--- config.mk ---
export PLATFORM = sky130hd
export DESIGN_NAME = sram_like_arbiter
export DESIGN_NICKNAME = d
export VERILOG_FILES = /design/src/rtl/sram_like_arbiter_pkg.sv /design/src/rtl/arb_tag_fifo.sv /design/src/rtl/sram_like_arbiter.sv
export SDC_FILE = /design/constraint.sdc
export NUM_CORES = 1
export LEC_CHECK = 0
export BUFFER_PORTS_ARGS = -buffer_cell sky130_fd_sc_hd__buf_2
export CORE_AREA = 2 2 124 126
export CTS_BUF_LIST = sky130_fd_sc_hd__clkbuf_8
export DETAILED_ROUTE_END_ITERATION = 7
export DIE_AREA = 0 0 126 128
export SKIP_CTS_REPAIR_TIMING = 1
export SKIP_LAST_GASP = 1
export SYNTH_ARGS = -nofsm -noshare
export SYNTH_HDL_FRONTEND = slang
export SYNTH_SLANG_ARGS = --single-unit
--- constraint.sdc ---
create_clock -name clk -period 4.9 [get_ports clk]
set_clock_uncertainty 0.15 [all_clocks]
set_input_delay 0.98 -clock clk [delete_from_list [all_inputs] [get_ports clk]]
set_output_delay 0.98 -clock clk [all_outputs]
set_load 0.1 [all_outputs]
--- src/rtl/sram_like_arbiter_pkg.sv ---
// Shared encodings and SRAM-like bus field widths for the inst/data arbiter.
package sram_like_arbiter_pkg;

    localparam int unsigned SRAM_ADDR_W = 32;
    localparam int unsigned SRAM_DATA_W = 32;
    localparam int unsigned SRAM_STRB_W = 4;
    localparam int unsigned SRAM_SIZE_W = 2;
    localparam int unsigned STARVE_W    = 4;

    localparam logic ARB_ID_INST = 1'b0;
    localparam logic ARB_ID_DATA = 1'b1;

    typedef enum logic {
        ARB_FREE   = 1'b0,
        ARB_LOCKED = 1'b1
    } arb_state_e;

    typedef struct packed {
        logic                   wr;
        logic [SRAM_SIZE_W-1:0] size;
        logic [SRAM_ADDR_W-1:0] addr;
        logic [SRAM_STRB_W-1:0] wstrb;
        logic [SRAM_DATA_W-1:0] wdata;
    } sram_cmd_t;

endpackage

--- src/rtl/arb_tag_fifo.sv ---
// In-order FIFO of 1-bit owner ids for accepted-but-unanswered requests.
module arb_tag_fifo #(
    parameter int unsigned DEPTH = 4
) (
    input  logic clk,
    input  logic resetn,
    input  logic push,
    input  logic pop,
    input  logic din,
    output logic dout,
    output logic full,
    output logic empty
);

    localparam int unsigned PTR_W = $clog2(DEPTH);
    localparam int unsigned CNT_W = PTR_W + 1;

    logic [DEPTH-1:0] mem_q;
    logic [PTR_W-1:0] wptr_q, rptr_q;
    logic [CNT_W-1:0] count_q;
    logic             push_ok, pop_ok;

    assign full    = (count_q == CNT_W'(DEPTH));
    assign empty   = (count_q == '0);
    assign dout    = mem_q[rptr_q];
    // A full FIFO refuses a push even if a pop frees a slot on the same edge.
    assign push_ok = push & ~full;
    assign pop_ok  = pop & ~empty;

    always_ff @(posedge clk or negedge resetn) begin
        if (!resetn) begin
            mem_q   <= '0;
            wptr_q  <= '0;
            rptr_q  <= '0;
            count_q <= '0;
        end else begin
            if (push_ok) begin
                mem_q[wptr_q] <= din;
                wptr_q        <= wptr_q + PTR_W'(1);
            end
            if (pop_ok) begin
                rptr_q <= rptr_q + PTR_W'(1);
            end
            case ({push_ok, pop_ok})
                2'b10:   count_q <= count_q + CNT_W'(1);
                2'b01:   count_q <= count_q - CNT_W'(1);
                default: count_q <= count_q;
            endcase
        end
    end

endmodule

--- src/rtl/sram_like_arbiter.sv ---
// Shares one SRAM-like slave between the inst and data masters; routes
// responses back in order using a tag FIFO of accepted request owners.
module sram_like_arbiter
    import sram_like_arbiter_pkg::*;
#(
    parameter int unsigned OUTSTANDING  = 4,
    parameter int unsigned STARVE_LIMIT = 3
) (
    input  logic                   clk,
    input  logic                   resetn,

    input  logic                   inst_sram_req,
    input  logic                   inst_sram_wr,
    input  logic [SRAM_SIZE_W-1:0] inst_sram_size,
    input  logic [SRAM_ADDR_W-1:0] inst_sram_addr,
    input  logic [SRAM_DATA_W-1:0] inst_sram_wdata,
    input  logic [SRAM_STRB_W-1:0] inst_sram_wstrb,
    output logic                   inst_sram_addr_ok,
    output logic                   inst_sram_data_ok,
    output logic [SRAM_DATA_W-1:0] inst_sram_rdata,

    input  logic                   data_sram_req,
    input  logic                   data_sram_wr,
    input  logic [SRAM_SIZE_W-1:0] data_sram_size,
    input  logic [SRAM_ADDR_W-1:0] data_sram_addr,
    input  logic [SRAM_DATA_W-1:0] data_sram_wdata,
    input  logic [SRAM_STRB_W-1:0] data_sram_wstrb,
    output logic                   data_sram_addr_ok,
    output logic                   data_sram_data_ok,
    output logic [SRAM_DATA_W-1:0] data_sram_rdata,

    output logic                   sram_req,
    output logic                   sram_wr,
    output logic [SRAM_SIZE_W-1:0] sram_size,
    output logic [SRAM_ADDR_W-1:0] sram_addr,
    output logic [SRAM_DATA_W-1:0] sram_wdata,
    output logic [SRAM_STRB_W-1:0] sram_wstrb,
    input  logic                   sram_addr_ok,
    input  logic                   sram_data_ok,
    input  logic [SRAM_DATA_W-1:0] sram_rdata,

    output logic                   resp_err
);

    arb_state_e          state_q, state_d;
    logic                lock_id_q, lock_id_d;
    logic [STARVE_W-1:0] starve_cnt_q, starve_cnt_d;
    logic                resp_err_q, resp_err_d;

    logic      grant_vld, grant_id, granted_req, req_c, accept;
    logic      starve_hit;
    logic      fifo_full, fifo_empty, fifo_head, fifo_pop;
    sram_cmd_t inst_cmd, data_cmd, slave_cmd;

    assign starve_hit = inst_sram_req & (starve_cnt_q == STARVE_W'(STARVE_LIMIT));

    // Grant selection and FREE/LOCKED sequencing.
    always_comb begin
        state_d     = state_q;
        lock_id_d   = lock_id_q;
        grant_vld   = 1'b0;
        grant_id    = ARB_ID_INST;
        granted_req = 1'b0;
        req_c       = 1'b0;
        accept      = 1'b0;
        unique case (state_q)
            ARB_FREE: begin
                if (starve_hit) begin
                    grant_vld = 1'b1;
                    grant_id  = ARB_ID_INST;
                end else if (data_sram_req) begin
                    grant_vld = 1'b1;
                    grant_id  = ARB_ID_DATA;
                end else if (inst_sram_req) begin
                    grant_vld = 1'b1;
                    grant_id  = ARB_ID_INST;
                end
            end
            ARB_LOCKED: begin
                grant_vld = 1'b1;
                grant_id  = lock_id_q;
            end
            default: ;
        endcase
        granted_req = grant_vld & ((grant_id == ARB_ID_DATA) ? data_sram_req : inst_sram_req);
        req_c       = granted_req & ~fifo_full;
        accept      = req_c & sram_addr_ok;
        if (state_q == ARB_FREE) begin
            if ((req_c & ~sram_addr_ok) | (granted_req & fifo_full)) begin
                state_d   = ARB_LOCKED;
                lock_id_d = grant_id;
            end
        end else if (accept) begin
            state_d = ARB_FREE;
        end
    end

    // Starvation counter and sticky orphan-response flag.
    always_comb begin
        starve_cnt_d = starve_cnt_q;
        resp_err_d   = resp_err_q | (sram_data_ok & fifo_empty);
        if (!inst_sram_req) begin
            starve_cnt_d = '0;
        end else if (accept && grant_id == ARB_ID_INST) begin
            starve_cnt_d = '0;
        end else if (accept && grant_id == ARB_ID_DATA &&
                     starve_cnt_q != STARVE_W'(STARVE_LIMIT)) begin
            starve_cnt_d = starve_cnt_q + STARVE_W'(1);
        end
    end

    always_ff @(posedge clk or negedge resetn) begin
        if (!resetn) begin
            state_q      <= ARB_FREE;
            lock_id_q    <= ARB_ID_INST;
            starve_cnt_q <= '0;
            resp_err_q   <= 1'b0;
        end else begin
            state_q      <= state_d;
            lock_id_q    <= lock_id_d;
            starve_cnt_q <= starve_cnt_d;
            resp_err_q   <= resp_err_d;
        end
    end

    assign inst_cmd  = '{wr: inst_sram_wr, size: inst_sram_size, addr: inst_sram_addr,
                         wstrb: inst_sram_wstrb, wdata: inst_sram_wdata};
    assign data_cmd  = '{wr: data_sram_wr, size: data_sram_size, addr: data_sram_addr,
                         wstrb: data_sram_wstrb, wdata: data_sram_wdata};
    assign slave_cmd = (grant_vld && grant_id == ARB_ID_DATA) ? data_cmd : inst_cmd;

    assign sram_req   = req_c;
    assign sram_wr    = slave_cmd.wr;
    assign sram_size  = slave_cmd.size;
    assign sram_addr  = slave_cmd.addr;
    assign sram_wstrb = slave_cmd.wstrb;
    assign sram_wdata = slave_cmd.wdata;

    assign inst_sram_addr_ok = accept & (grant_id == ARB_ID_INST);
    assign data_sram_addr_ok = accept & (grant_id == ARB_ID_DATA);

    assign fifo_pop          = sram_data_ok & ~fifo_empty;
    assign inst_sram_data_ok = fifo_pop & (fifo_head == ARB_ID_INST);
    assign data_sram_data_ok = fifo_pop & (fifo_head == ARB_ID_DATA);
    assign inst_sram_rdata   = sram_rdata;
    assign data_sram_rdata   = sram_rdata;
    assign resp_err          = resp_err_q;

    arb_tag_fifo #(
        .DEPTH (OUTSTANDING)
    ) u_fifo (
        .clk    (clk),
        .resetn (resetn),
        .push   (accept),
        .pop    (fifo_pop),
        .din    (grant_id),
        .dout   (fifo_head),
        .full   (fifo_full),
        .empty  (fifo_empty)
    );

endmodule

==> results_tabular.tex <==
\begin{tabular}{lr}
\hline
Metric & Value \\
\hline
\multicolumn{2}{l}{\textbf{Status}} \\
Run status & finished, final reports clean \\
\multicolumn{2}{l}{\textbf{STA}} \\
Hold WS & 313 ps \\
Slew headroom & 0.615 \\
Number of pins exceeding their max-slew limit in the final report & 0 \\
Max Clk Rate & 258 MHz \\
Count of final hold-check violations & 0 \\
Actual slew at the worst max-slew pin & 581 ps \\
Setup repair after global routing missed its margin & false \\
Final worst path period share & 0.792 \\
Min Tclk post-route & 3880 ps \\
Final setup TNS & 0 ps \\
Post-route setup slack & 1020 ps \\
Final count of negative-setup-slack endpoints & 0 \\
\multicolumn{2}{l}{\textbf{Setup path}} \\
Most numerous cell on the critical path & sky130\_fd\_sc\_hd\_\_buf\_2 \\
Data arrival at the endpoint of the critical path & 2750 ps \\
Critical-path cell list & buf\_2 > inv\_1 > nor2\_1 > a22o\_4 > buf\_12 > mux2\_4 > buf\_2 \\
Slowest cell on crit path & sky130\_fd\_sc\_hd\_\_buf\_2 \\
Worst endpoint required time & 3770 ps \\
Critical Path Start Type & input port \\
Peak fanout along the critical path & 33 \\
Buf/Inv on CP & 4 \\
Kind of capture point of the worst setup path & output pin \\
Largest delay contributor family on the critical path & buffers and inverters \\
Type of the setup path with the least slack & in -> out \\
Biggest cell delay along the critical path & 420 ps \\
\multicolumn{2}{l}{\textbf{Floorplan}} \\
Io pins & 321 \\
Die Y-Extent & 128 µm \\
Area of the die & 0.0161 mm² \\
Initial core utilization & 0.182 \\
Core footprint & 0.0149 mm² \\
Site Rows & 45 \\
Chip width & 126 µm \\
\multicolumn{2}{l}{\textbf{Clock network}} \\
Clock root buffer & sky130\_fd\_sc\_hd\_\_clkbuf\_8 \\
Clock transition at path regs & 70 ps \\
Maximum count of clock buffers along a single path & 2 \\
TritonCTS clock tree & built \\
Total number of H-tree levels & 1 \\
CTS Buf Count & 3 \\
Count of clock tree sinks & 18 \\
Clock latency reported for the late side of the worst-skew pair & 260 ps \\
\multicolumn{2}{l}{\textbf{Placed design}} \\
Number of input and output port buffers inserted & 224 \\
Instance area at placement & 0.00353 mm² \\
Final weighted congestion in routability-driven placement & 0.780 \\
Hpwl dp & 9.49 mm \\
Worst-case setup slack after placement & 1020 ps \\
\multicolumn{2}{l}{\textbf{Pwr}} \\
Sequential share of power & 0.083 \\
Clock group share of total power & 0.038 \\
Max IR drop VDD & 0.480 mV \\
Power share of the combinational group & 0.880 \\
Cell internal pwr & 998 µW \\
Power density over the cells & 911 mW/mm² \\
Switching component of the power & 2270 µW \\
Switch share & 0.695 \\
Total leakage power & 0.00198 µW \\
\multicolumn{2}{l}{\textbf{Global route}} \\
Pin count of the biggest net entering global routing & 34 \\
First-pass GRT wire length & 14.5 mm \\
Global Route Usage Sum & 0.122 \\
Number of global-route vias before repair & 2303 \\
Number of antenna violations at the first check in global routing & 0 \\
Remaining global-route overflow & 0 \\
\multicolumn{2}{l}{\textbf{Routing}} \\
Post-detailed-routing wire length & 10.9 mm \\
Length of the first detailed-routing pass in iterations & 4 \\
Detail-routed via count per cell & 4.01 \\
Vias & 2383 \\
DRC errors left & 0 \\
Number of nets with antenna violations after detailed routing & 0 \\
Number of DRC markers after the initial detailed-route iteration & 75 \\
Routed wire length per instance & 18.4 µm \\
\multicolumn{2}{l}{\textbf{Min path}} \\
Class of the worst hold path & reg -> reg \\
\multicolumn{2}{l}{\textbf{Synthesis}} \\
Area share of the largest cell type after synthesis & 0.383 \\
Async set-reset flop share out of synthesis & 1.00 \\
Most frequent cell after synthesis & sky130\_fd\_sc\_hd\_\_mux2\_4 \\
Register area share after synthesis & 0.167 \\
Total number of yosys warnings & 0 \\
Ys flop type & sky130\_fd\_sc\_hd\_\_dfrtp\_1 \\
Syn Nets & 433 \\
Netlist cell types & 38 \\
Syn\_area\_per\_cell & 11.0 µm² \\
Number of instances in the synthesized netlist & 246 \\
Biggest area consumer among synthesized cells & sky130\_fd\_sc\_hd\_\_mux2\_4 \\
Synth top cells by count & 69 x sky130\_fd\_sc\_hd\_\_mux2\_4, 64 x sky130\_fd\_sc\_hd\_\_buf\_4, 18 x sky130\_fd\_sc\_hd\_\_dfrtp\_1 \\
FF+latch count, synth & 18 \\
Ranking of synthesized cells by area & sky130\_fd\_sc\_hd\_\_mux2\_4 38\%, sky130\_fd\_sc\_hd\_\_buf\_4 18\%, sky130\_fd\_sc\_hd\_\_dfrtp\_1 17\% \\
Number of synthesized flops with an enable pin & 0 \\
Post-synth design cell area & 0.00270 mm² \\
\multicolumn{2}{l}{\textbf{Cells and area}} \\
Utilization after layout & 0.241 \\
Final net count & 593 \\
Area growth, synth to finish & 32.8\% \\
Proportion of layout cells with a drive suffix above 1 & 0.770 \\
Final std cell area, no fill & 0.00359 mm² \\
\multicolumn{2}{l}{\textbf{Run}} \\
MaxCap Viol Count & 0 \\
\hline
\end{tabular}
worst reg2reg max path, cell delays in order, from the launching register on:
cell and delay, ps:
sky130_fd_sc_hd__dfrtp_1 510, sky130_fd_sc_hd__nor3b_1 440, sky130_fd_sc_hd__a2111oi_4 100, sky130_fd_sc_hd__buf_4 210, sky130_fd_sc_hd__inv_1 120, sky130_fd_sc_hd__ha_1 190, sky130_fd_sc_hd__inv_1 60, sky130_fd_sc_hd__fa_1 370
sky130_fd_sc_hd__xor2_1 150, sky130_fd_sc_hd__nor2_1 120, sky130_fd_sc_hd__xor2_1 150
power by group through the flow:
stage	registers (µW)	clock network [µW]	logic, µW
floorplan	279	0	2750
global placement	273	0	2880
detailed placement	273	0	2890
CTS	271	126	2900
global route	281	133	2990
finish	270	123	2880
cells by family (layout without fill, tap and decap cells):
family	after synthesis	in the layout	share of synthesized area
and+or+nand+nor	34	34	0.0676
xor gates and xnor gates	7	7	0.0227
adders and majority gates	7	7	0.0352
other	0	1	0
AOI/OAI and AO/OA	20	20	0.0644
muxes	75	75	0.411
DFF	18	18	0.167
buffers and inverters	85	244	0.232
sequential cells by signal (all words and copies together), names as in the netlist:
signal	flops
starve_cnt_q	4
u_fifo.mem_q	4
u_fifo.count_q	3
u_fifo.rptr_q	2
u_fifo.wptr_q	2
lock_id_q	1
resp_err	1
state_q	1
per-stage QoR:
| stage | instances | power (µW) |
|---|---|---|
| after floorplan | 246 | 3030 |
| after global placement | 589 | 3150 |
| after detailed placement | 589 | 3160 |
| after CTS | 593 | 3300 |
| after global routing | 593 | 3400 |
| final | 594 | 3270 |
layout by cell type, fill, tap and decap left out, drive strengths merged, types with 2 or more instances in the layout:
cell,instances
xnor2,5
nor3,2
o21ai,3
a21oi,6
clkbuf,4
mux2,71
ha,6
nand2b,3
nor3b,3
xor2,2
nor2,9
and2,3
dfrtp,18
a41oi,4
buf,229
mux2i,3
inv,11
nand2,8
worst paths after layout:
| path | start | depth (start not counted) | slack, ps | endpoint |
|---|---|---|---|---|
| setup / recovery | data_sram_req | 7 | 1020 | sram_wdata[12] |
| hold / removal | resp_err | 1 | 310 | resp_err |
| setup reg to reg | state_q | 10 | 2270 | u_fifo.count_q[2] |
| hold reg to reg | resp_err | 1 | 310 | resp_err |
| max in group asynchronous | resetn | 1 | 3800 | starve_cnt_q[1] |
| min in group asynchronous | resetn | 1 | 500 | u_fifo.mem_q[3] |
layer usage:
layer | global-route usage | routed length (µm) | up-vias
met3 | 0.0689 | 1540 | 5
met2 | 0.167 | 4470 | 174
met5 | 0 | 0 | -
met4 | 0.0194 | 57 | 0
met1 | 0.169 | 4840 | 1097
li1 | - | - | 1107
area by class of cell:
class                      count  area [µm²]
fill                        1602       11300
multi-input combinational    143        1630
timing repair buffer         229        1170
sequential                    18         450
tap                          188         235
clock buffer                   4        55.1
inverter                      11        41.3
antenna                        1        2.50
(Power assumes the default switching activity.)
